$ cat config.mk
export PLATFORM = sky130hd
export DESIGN_NAME = mini_lab0
export DESIGN_NICKNAME = d
export VERILOG_FILES = /design/src/rtl/mini_lab0.sv
export SDC_FILE = /design/constraint.sdc
export NUM_CORES = 1
export LEC_CHECK = 0
export CAP_MARGIN = 30
export CORE_AREA = 2 2 92 94
export CTS_BUF_LIST = sky130_fd_sc_hd__clkbuf_8
export CTS_CLUSTER_DIAMETER = 30
export DETAILED_ROUTE_END_ITERATION = 8
export DIE_AREA = 0 0 94 96
export GPL_TIMING_DRIVEN = 0
export PLACE_DENSITY = 0.44
export SYNTH_ARGS = -nofsm -noshare
export SYNTH_HDL_FRONTEND = slang
export SYNTH_SLANG_ARGS = --single-unit
$ cat constraint.sdc
create_clock -name clk -period 6.5 [get_ports clk]
set_input_delay 1.3 -clock clk [delete_from_list [all_inputs] [get_ports clk]]
set_output_delay 1.3 -clock clk [all_outputs]
set_load 0.01 [all_outputs]
$ cat src/rtl/mini_lab0.sv
// Lab-board LED demo engine: synchronized switches pick one of four display
// modes (pass-through, counter, LFSR, saturating accumulator) that drive LEDR.
module mini_lab0 #(
    parameter int TICK_DIV = 16
) (
    input  logic       clk,
    input  logic       KEY0,
    input  logic [9:0] SW,
    output logic [9:0] LEDR
);
    localparam int PW = $clog2(TICK_DIV);
    localparam logic [PW-1:0] PLAST = PW'(TICK_DIV - 1);

    typedef enum logic [1:0] {
        M_PASS = 2'b00,
        M_CNT  = 2'b01,
        M_LFSR = 2'b10,
        M_ACC  = 2'b11
    } mode_t;

    logic [9:0]    sw_m, sw_s;
    mode_t         mode, mode_prev;
    logic [PW-1:0] pcnt;
    logic          tick, mode_chg;
    logic [9:0]    state, entry, lfsr_nx, acc_nx;
    logic [10:0]   acc_sum;

    assign mode     = mode_t'(sw_s[9:8]);
    assign tick     = (pcnt == PLAST);
    assign mode_chg = (mode != mode_prev);

    // 11-bit sum: state <= 1023 and operand <= 255, so bit 10 flags overflow
    assign acc_sum = {1'b0, state} + {3'b000, sw_s[7:0]};
    assign acc_nx  = acc_sum[10] ? 10'h3FF : acc_sum[9:0];
    assign lfsr_nx = {state[8:0], state[9] ^ state[6]};

    always_comb begin
        entry = '0;
        case (mode)
            M_PASS:  entry = sw_s;
            M_LFSR:  entry = {2'b11, sw_s[7:0]};
            default: entry = '0;
        endcase
    end

    always_ff @(posedge clk) begin
        if (KEY0) begin
            sw_m      <= '0;
            sw_s      <= '0;
            mode_prev <= M_PASS;
            pcnt      <= '0;
            state     <= '0;
        end else begin
            sw_m      <= SW;
            sw_s      <= sw_m;
            mode_prev <= mode;
            // entering a mode restarts the prescaler and masks any coincident tick
            if (mode_chg) begin
                pcnt  <= '0;
                state <= entry;
            end else begin
                pcnt <= tick ? '0 : pcnt + 1'b1;
                case (mode)
                    M_PASS: state <= sw_s;
                    M_CNT:  if (tick) state <= state + 10'd1;
                    M_LFSR: if (tick) state <= lfsr_nx;
                    M_ACC:  if (tick) state <= acc_nx;
                    default: state <= state;
                endcase
            end
        end
    end

    assign LEDR = state;

endmodule

### Word-level counts from Yosys, hierarchy flattened

Index checks and enable logic that the tools add are counted.

| cells by class | value |
|---|---|
| bitwise logic cells | 1 |
| add/subtract/negate cells | 3 |
| reduce and logical (&&, ||, !) cells | 3 |
| mux-type cells | 7 |
| $lt $le $gt $ge | 0 |
| eq/ne operators | 8 |
| multiply operators | 0 |
| divide/modulo/power cells | 0 |
| shift-type cells | 0 |

Operators with widths:

| cell | count |
|---|---|
| $mux W10 | 5 |
| $pmux W10 S4 | 1 |
| $pmux W10 S2 | 1 |
| $add A10 B8 Y11 | 1 |
| $add A10 B1 Y10 const B | 1 |
| $ne A3 B3 Y1 const B | 3 |
| $add A4 B1 Y4 const B | 1 |
| $eq A2 B2 Y1 const B | 2 |
| $eq A4 B4 Y1 const B | 1 |
| $reduce_and A3 Y1 | 1 |
| $reduce_or A3 Y1 | 1 |
| $eq A2 B1 Y1 const B | 1 |
| $logic_not A2 Y1 | 1 |
| $ne A2 B2 Y1 | 1 |
| $xor A1 B1 Y1 | 1 |

| storage, ports and cells | value |
|---|---|
| memories kept | 0 |
| memory bits (read-only) | 0 |
| latch bits | 0 |
| word-level logic and storage cells | 27 |
| input bits | 12 |
| bits in writable memories | 0 |
| bits in registers | 36 |
| output and inout port bits | 10 |

### Depth between registers and ports, before layout

Gate-level depths: netlist (run 1).

| depth | value |
|---|---|
| depth in word-level cells | 5 |
| gate-level depth with buffers | 7 |
| gate-level depth less buffers | 7 |

### Worst setup path before layout (run 1)

Ideal clock, no wire load.

| path | value |
|---|---|
| kind | register -> register |
| start | reg state[0] (netlist: LEDR[0]) |
| end | reg state[8] (netlist: LEDR[8]) |
| cell stages (with the launch flop) | 8 |
| arrival time | 2.195 ns |
| buffers on the path | 0 |
| library setup time | 0.103 ns |
| clock period less this slack | 2.299 ns |
| setup slack | 4.201 ns |
| data required time | 6.397 ns |
| cell sequence | dfxtp_1 ha_1 fa_1 a211oi_1 o21a_1 o41a_1 nand3_1 a2111oi_2 |

| between the ends | value |
|---|---|
| word-level cells in the longest chain between the ends | 5 |
| elaborated cells on any way between the ends | 7 |
| classes of those cells | 2 x add/sub; 5 x mux |

Ends and longest elaborated chain:

| what | RTL line | RTL |
|---|---|---|
| start: declaration | 25 | `logic [9:0] state, entry, lfsr_nx, acc_nx;` |
| start signal: assignment | 60 | `state <= entry;` |
| start signal: assignment | 64 | `M_PASS: state <= sw_s;` |
| start signal: assignment | 65 | `M_CNT: if (tick) state <= state + 10'd1;` |
| $add A10 B8 Y11 | 33 | `assign acc_sum = {1'b0, state} + {3'b000, sw_s[7:0]};` |
| $mux W10 | 34 | `assign acc_nx = acc_sum[10] ? 10'h3FF : acc_sum[9:0];` |
| $mux W10 | 67 | `M_ACC: if (tick) state <= acc_nx;` |
| $pmux W10 S4 (*) | 63 | `case (mode)` |
| $mux W10 (*) | 58 | `if (mode_chg) begin` |

Mark *: on every way between the ends. The rest lies on a longest branch, timed or not. The select of a mux whose other input is x is not followed.
A chain may end at the register's enable or synchronous reset.

### Worst setup path in the final report (run 1)

| path | value |
|---|---|
| start | reg state[3] (netlist: LEDR[3]) |
| end | out LEDR[3] |

RTL lines:

| what | RTL line | RTL |
|---|---|---|
| end: declaration | 9 | `output logic [9:0] LEDR` |

No word-level cell between the ends.

==> flow_summary_export.csv, run 1 <==
group,metric,value,unit
drt,num_vias,2120,
clock_tree,post-cts-setup-buffers,0,
worst_setup_path,path_class,"flop to primary output",
power_and_ir_drop,power.density,187,nW/µm²
worst_setup_path,slowest_stage,"clkdlybuf4s50_1",
floorplanning,core_area,8050,µm²
floorplanning,io_pins,22,
sta,slew_viol_final,0,
logic_synthesis,yosysTopAreaCell,"dfxtp_1",
worst_setup_path,slowest_delay,630,ps
logic_synthesis,synth_flop_cell,"dfxtp_1",
layout,num_antenna_cells,0,
drt,wl_per_cell,15.7,µm
sta,skew,4.85,ps
logic_synthesis,ys_types,65,
worst_setup_path,crit_required,5200,ps
logic_synthesis,avgSynthCellArea,8.30,µm²
min_path,hold_class,"flop to flop",
grt,grt_pass1_wl,10400,µm
floorplanning,rows,33,
logic_synthesis,synthXorXnorAreaFrac,3.69,%
worst_setup_path,critPathMaxFanout,10,
logic_synthesis,synth_top_family_by_area,"simple AND/OR/NAND/NOR gates",
clock_tree,cts_num_sinks,36,
place,routabilityCongestion,0.815,
place,io_buffer_count,21,
logic_synthesis,yosysWarnings,0,
layout,finalNetCount,333,
logic_synthesis,postSynth.asyncResetShare,0,%
floorplanning,die_w,94,µm
sta,max_freq,0.355,GHz
logic_synthesis,synthSimpleGateAreaFrac,27.2,%
sta,max_slew_margin,61.9,%
sta,tightest_slew,571,ps
grt,grt_antenna_before_repair,0,
place,dp_hpwl,4940,µm
worst_setup_path,start_kind,"flop",
logic_synthesis,synthMuxAreaShare,1.34,%
drt,drc,0,
logic_synthesis,synth_edf_count,0,
worst_setup_path,cp_top_family,"buffers and inverters",
logic_synthesis,ys_ff_latch,36,
logic_synthesis,synth-adder-area-share,6.20,%
power_and_ir_drop,vdd_drop_max,0.123,mV
logic_synthesis,syn_inst,282,
logic_synthesis,syn-cell-area,2340,µm²
worst_setup_path,critPathArrivalTime,1520,ps
worst_setup_path,rrSetupSlack,3940,ps
grt,track_usage,15.2,%
worst_setup_path,worstReg2RegStart,"LEDR[0]",
clock_tree,tritoncts,"done",
clock_tree,htreeDepth,2,
sta,hold_viol,0,
sta,fin_setup_tns,0,ps
min_path,hold_depth,1,
logic_synthesis,yosysSeqAreaShare,30.8,%
drt,firstDrtPassIters,4,
grt,overflow,0,
drt,routed_wl,6540,µm
grt,grt_max_degree,13,
clock_tree,root_buffer,"clkbuf_8",
min_path,min_to,"sw_s[7]",
sta,period_minus_slack,2820,ps
place,pre_cts_slack,3630,ps
power_and_ir_drop,p_leak,1.03,nW
layout,area_growth_syn_to_layout,19.4,%
clock_tree,cts_buffers,5,
worst_setup_path,r2r-end,"LEDR[7]",
sta,fin_crit_sh,43.3,%
worst_setup_path,crit_chain,"clkdlybuf4s50_1",
floorplanning,initial_utilization,29.1,%
sta,rsz0062_at_grt,"no",
clock_tree,clk_latency,290,ps
flow_run,maxCapViolations,0,
floorplanning,dieArea,9020,µm²
clock_tree,cts_resized,0,
grt,grt_pass1_vias,1890,
logic_synthesis,synth_fp_nets,305,
drt,ant_nets,0,
logic_synthesis,synth_top_area_share,30.8,%
drt,avgViaCountPerCell,5.10,
floorplanning,die-height,96,µm
worst_setup_path,end_kind,"primary output",
logic_synthesis,synth_area_leaders,"dfxtp_1 31%, nor2b_1 6.1%, ha_1 5.3%",
logic_synthesis,synth_compound_area_share,25.3,%
drt,drtIter0Drc,99,
layout,drive_gt1_share,9.97,%
worst_setup_path,rr_worst_depth,7,
outcome,outcome,"complete, no violations",
clock_tree,ctsHoldBuffers,0,
sta,worst_slack,3680,ps
sta,setup_violations,0,
worst_setup_path,crit_buf_inv,1,
clock_tree,path_clk_slew,80,ps
min_path,holdCritStartpoint,"sw_m[7]",
clock_tree,cts_max_path_buffers,2,
-- worst max-delay path by stage --
stage / cells after the start / from / to
2_1_floorplan: 7 / LEDR[0] / LEDR[8]
5_1_grt: 1 / LEDR[1] / LEDR[1]
3_3_place_gp: 4 / KEY0 / LEDR[9]
6_report: 1 / LEDR[3] / LEDR[3]
3_5_place_dp: 4 / KEY0 / LEDR[9]
4_1_cts: 1 / LEDR[3] / LEDR[3]
-- layout by cell type (no fill, tap or decap), drive strengths merged, types with 3 or more instances in the layout --
cell	synthesis	final
o21a	6	6
clkdlybuf4s50	0	21
a211oi	4	4
nand3	9	9
a21oi	13	13
a311oi	5	5
ha	10	10
nand2b	4	4
xor2	4	4
nor2b	23	23
buf	11	11
nor3	8	8
clkbuf	7	12
inv	11	11
nand2	17	17
nor4	6	6
nor2	30	30
o211ai	4	4
xnor2	5	5
o21ai	15	15
a31oi	4	4
dfxtp	36	36
or3	3	3
-- synthesized netlist by cell type (3+ instances only) --
| master | n |
|---|---|
| o21ai_0 | 14 |
| xor2_1 | 4 |
| buf_4 | 3 |
| clkbuf_1 | 7 |
| ha_1 | 10 |
| nor2b_1 | 23 |
| nand2b_1 | 4 |
| a211oi_1 | 4 |
| nor2_1 | 30 |
| xnor2_1 | 4 |
| dfxtp_1 | 36 |
| o21a_1 | 6 |
| nor4_1 | 6 |
| nor3_1 | 7 |
| or3_1 | 3 |
| o211ai_1 | 3 |
| a311oi_1 | 5 |
| nand2_1 | 17 |
| a21oi_1 | 13 |
| inv_1 | 11 |
| buf_2 | 6 |
| a31oi_1 | 3 |
| nand3_1 | 9 |
-- state kept, by name, summed over array words and instances (netlist names) --
name,flops
LEDR,10
sw_m,10
sw_s,10
pcnt,4
mode_prev,2
-- per-stage QoR --
step	power [W]	util [%]	hold WS (ps)	instances	cell area, µm²
2_1_floorplan	0.000299	-	414	282	2340
3_3_place_gp	0.000329	33.3	420	408	2680
3_5_place_dp	0.000329	33.3	421	408	2680
4_1_cts	0.000531	34.7	433	416	2790
5_1_grt	0.000554	34.7	447	416	2790
6_report	0.000522	34.7	436	416	2790
-- per-layer routing --
| layer | vias up | share of wire [%] | track usage, % | wire length [µm] |
|---|---|---|---|---|
| met1 | 972 | 49 | 21.0 | 3220 |
| met5 | - | 0 | 0 | 0 |
| met4 | 0 | 1.2 | 5.07 | 78 |
| met3 | 8 | 4.1 | 2.51 | 271 |
| li1 | 1085 | - | - | - |
| met2 | 55 | 45 | 24.2 | 2970 |
-- report_power, final --
| part | switching [W] | leakage (nW) | internal, W |
|---|---|---|---|
| sequential | 0.0000105 | 0.296 | 0.000231 |
| combinational | 0.0000444 | 0.678 | 0.0000385 |
| clock | 0.0000842 | 0.0541 | 0.000113 |
| total | 0.000139 | 1.03 | 0.000383 |
-- area by class of cell --
type	count	area, µm²
clock buffers	5	68.8
multi-input cells	217	1490
inverters	11	41.3
flip-flops and latches	36	721
fillers	861	5260
repair buffers	21	210
plain buffers	18	86.3
clock inverters	3	42.5
well taps	105	131
-- logic make-up after synthesis --
logic type | after synthesis
AO/OA/AOI/OAI | 79
XOR/XNOR | 9
adder cells (fa/ha/maj) | 11
buffers and inverters | 29
flip-flops | 36
multiplexers | 3
AND/OR/NAND/NOR | 115
Note: power is estimated with default switching activity, not from simulation.
==> run 2, diff against run 1 <==
--- a/config.mk
+++ b/config.mk
@@ -12,7 +12,7 @@
 export DETAILED_ROUTE_END_ITERATION = 8
 export DIE_AREA = 0 0 94 96
 export GPL_TIMING_DRIVEN = 0
-export PLACE_DENSITY = 0.44
+export PLACE_DENSITY = 0.46
 export SYNTH_ARGS = -nofsm -noshare
 export SYNTH_HDL_FRONTEND = slang
 export SYNTH_SLANG_ARGS = --single-unit
==> constraint.sdc (replaced) <==
create_clock -name clk -period 2.5 [get_ports clk]
set_input_delay 0.5 -clock clk [delete_from_list [all_inputs] [get_ports clk]]
set_output_delay 0.5 -clock clk [all_outputs]
set_load 0.01 [all_outputs]
==> run 2 against run 1 <==
Worst hold slack lost 3.6 ps. Global-route usage increased by 0.079 points. Die area stayed put. Sequential power rose to 2.6 times the previous value. Via count decreased by 1.6%. Clock-buffer cell count unchanged. Critical path depth grew 5. First-iteration DRC count grew 55%. Sequential cell count unchanged. Critical endpoint is now LEDR[7]. Largest cell class unchanged.
==> flow_summary_export.csv, run 2 (same netlist as run 1, synthesis figures left out) <==
group,metric,value,unit
outcome,outcome,"complete, no violations",
min_path,hold_depth,1,
place,io_buffer_count,21,
power_and_ir_drop,vdd_drop_max,0.280,mV
worst_setup_path,rr_worst_depth,6,
floorplanning,die_w,94,µm
power_and_ir_drop,p_comb_share,16.9,%
floorplanning,die-height,96,µm
power_and_ir_drop,switching_power,0.000375,W
sta,setup_violations,0,
drt,routed_wl,6370,µm
layout,final_area,2790,µm²
grt,grt_pass1_vias,2045,
sta,tightest_slew,612,ps
sta,max_slew_margin,59.2,%
drt,drc,0,
clock_tree,cts_num_sinks,36,
min_path,hold_class,"flop to flop",
drt,num_vias,2087,
worst_setup_path,start_kind,"flop",
worst_setup_path,critPathMaxFanout,9,
floorplanning,dieArea,9020,µm²
sta,fin_crit_sh,91.6,%
drt,firstDrtPassIters,4,
power_and_ir_drop,swShare,29.5,%
power_and_ir_drop,p_leak,1.03,nW
clock_tree,root_buffer,"clkbuf_8",
clock_tree,htreeDepth,2,
sta,slew_viol_final,0,
layout,num_antenna_cells,0,
worst_setup_path,critPathArrivalTime,2490,ps
grt,grt_antenna_before_repair,0,
layout,area_growth_syn_to_layout,19.1,%
sta,skew,6.23,ps
floorplanning,initial_utilization,29.1,%
drt,wl_per_cell,15.3,µm
layout,layout.cells.most_common,"dfxtp_1",
grt,overflow,0,
worst_setup_path,crit_required,2700,ps
worst_setup_path,end_kind,"flop",
drt,avgViaCountPerCell,5.00,
layout,layout_common_cells,"35 x dfxtp_1, 30 x nor2_1, 23 x nor2b_1, 21 x clkdlybuf4s50_1, 17 x nand2_1",
sta,hold_viol,0,
clock_tree,cts_buffers,5,
place,dpl_cell_area,2680,µm²
worst_setup_path,path_class,"flop to flop",
sta,rsz0062_at_grt,"no",
clock_tree,path_clk_slew,80,ps
sta,hold-worst-slack,432,ps
layout,drive_gt1_share,11.5,%
drt,drtIter0Drc,153,
sta,max_freq,0.437,GHz
grt,grt_pass1_wl,10600,µm
grt,grt_max_degree,13,
clock_tree,clk_latency,300,ps
layout,finalNetCount,334,
clock_tree,tritoncts,"done",
clock_tree,cts_max_path_buffers,2,
place,dp_hpwl,4790,µm
grt,track_usage,15.3,%
sta,period_minus_slack,2290,ps
floorplanning,io_pins,22,
drt,ant_nets,0,
floorplanning,rows,33,
power_and_ir_drop,pwr-share-seq,49.5,%
power_and_ir_drop,intPower,0.000895,W
flow_run,maxCapViolations,0,
floorplanning,core_area,8050,µm²
power_and_ir_drop,pwr-share-clk,33.6,%
place,routabilityCongestion,0.863,
power_and_ir_drop,power.density,456,nW/µm²
run 2: repair_timing:
action | 4_1_cts | 5_1_grt
setup buffers | 0 | 1
cloned | 0 | 0
setup endpoints to repair | 4 | 4
hold buffers | 0 | 0
gates resized for setup | 2 | 2
pin swaps | 0 | 2
run 2: worst paths after layout:
check          start  endpoint  slack, ps
max reg2reg  LEDR[1]   LEDR[7]        210
max          LEDR[1]   LEDR[7]        210
min reg2reg  sw_m[0]   sw_s[0]        430
min          sw_m[0]   sw_s[0]        430
run 2: stage by stage:
step	util, %	setup slack, ps	TNS [ps]	cells	power [W]
floorplan	-	201	0	282	0.000777
global placement	33.3	-100	-171	408	0.000853
detailed placement	33.3	-106	-218	408	0.000854
CTS	34.4	22.0	0	416	0.00128
global route	34.6	19.6	0	417	0.00134
finish	34.6	210	0	417	0.00127
run 2: per-layer routing:
| layer | GRT usage [%] | vias up | part of all wire [%] |
|---|---|---|---|
| met5 | 0 | - | 0 |
| met4 | 3.50 | 0 | 0.89 |
| met3 | 2.43 | 5 | 3.0 |
| met2 | 24.7 | 35 | 46 |
| met1 | 21.5 | 962 | 50 |
| li1 | - | 1085 | - |
run 2: power groups by stage:
| stage | logic, W | registers [W] | clock network (W) |
|---|---|---|---|
| floorplan | 0.000141 | 0.000636 | 0 |
| global placement | 0.000212 | 0.000641 | 0 |
| detailed placement | 0.000213 | 0.000641 | 0 |
| CTS | 0.000215 | 0.000628 | 0.000437 |
| global route | 0.000242 | 0.000633 | 0.000465 |
| finish | 0.000215 | 0.000628 | 0.000426 |
run 2: layout make-up:
| type | count | area, µm² |
|---|---|---|
| well taps | 105 | 131 |
| clock buffers | 5 | 68.8 |
| inverters | 11 | 41.3 |
| multi-input cells | 217 | 1500 |
| flip-flops and latches | 36 | 722 |
| clock inverters | 3 | 18.8 |
| fillers | 902 | 5270 |
| plain buffers | 18 | 86.3 |
| repair buffers | 22 | 218 |
run 2: critical path, stage by stage (launching register included):
cell and delay [ps]:
dfxtp_1 590, ha_1 320, a211oi_1 290, o21ai_1 160
a21boi_0 240, o311ai_1 180, a2111oi_2 390
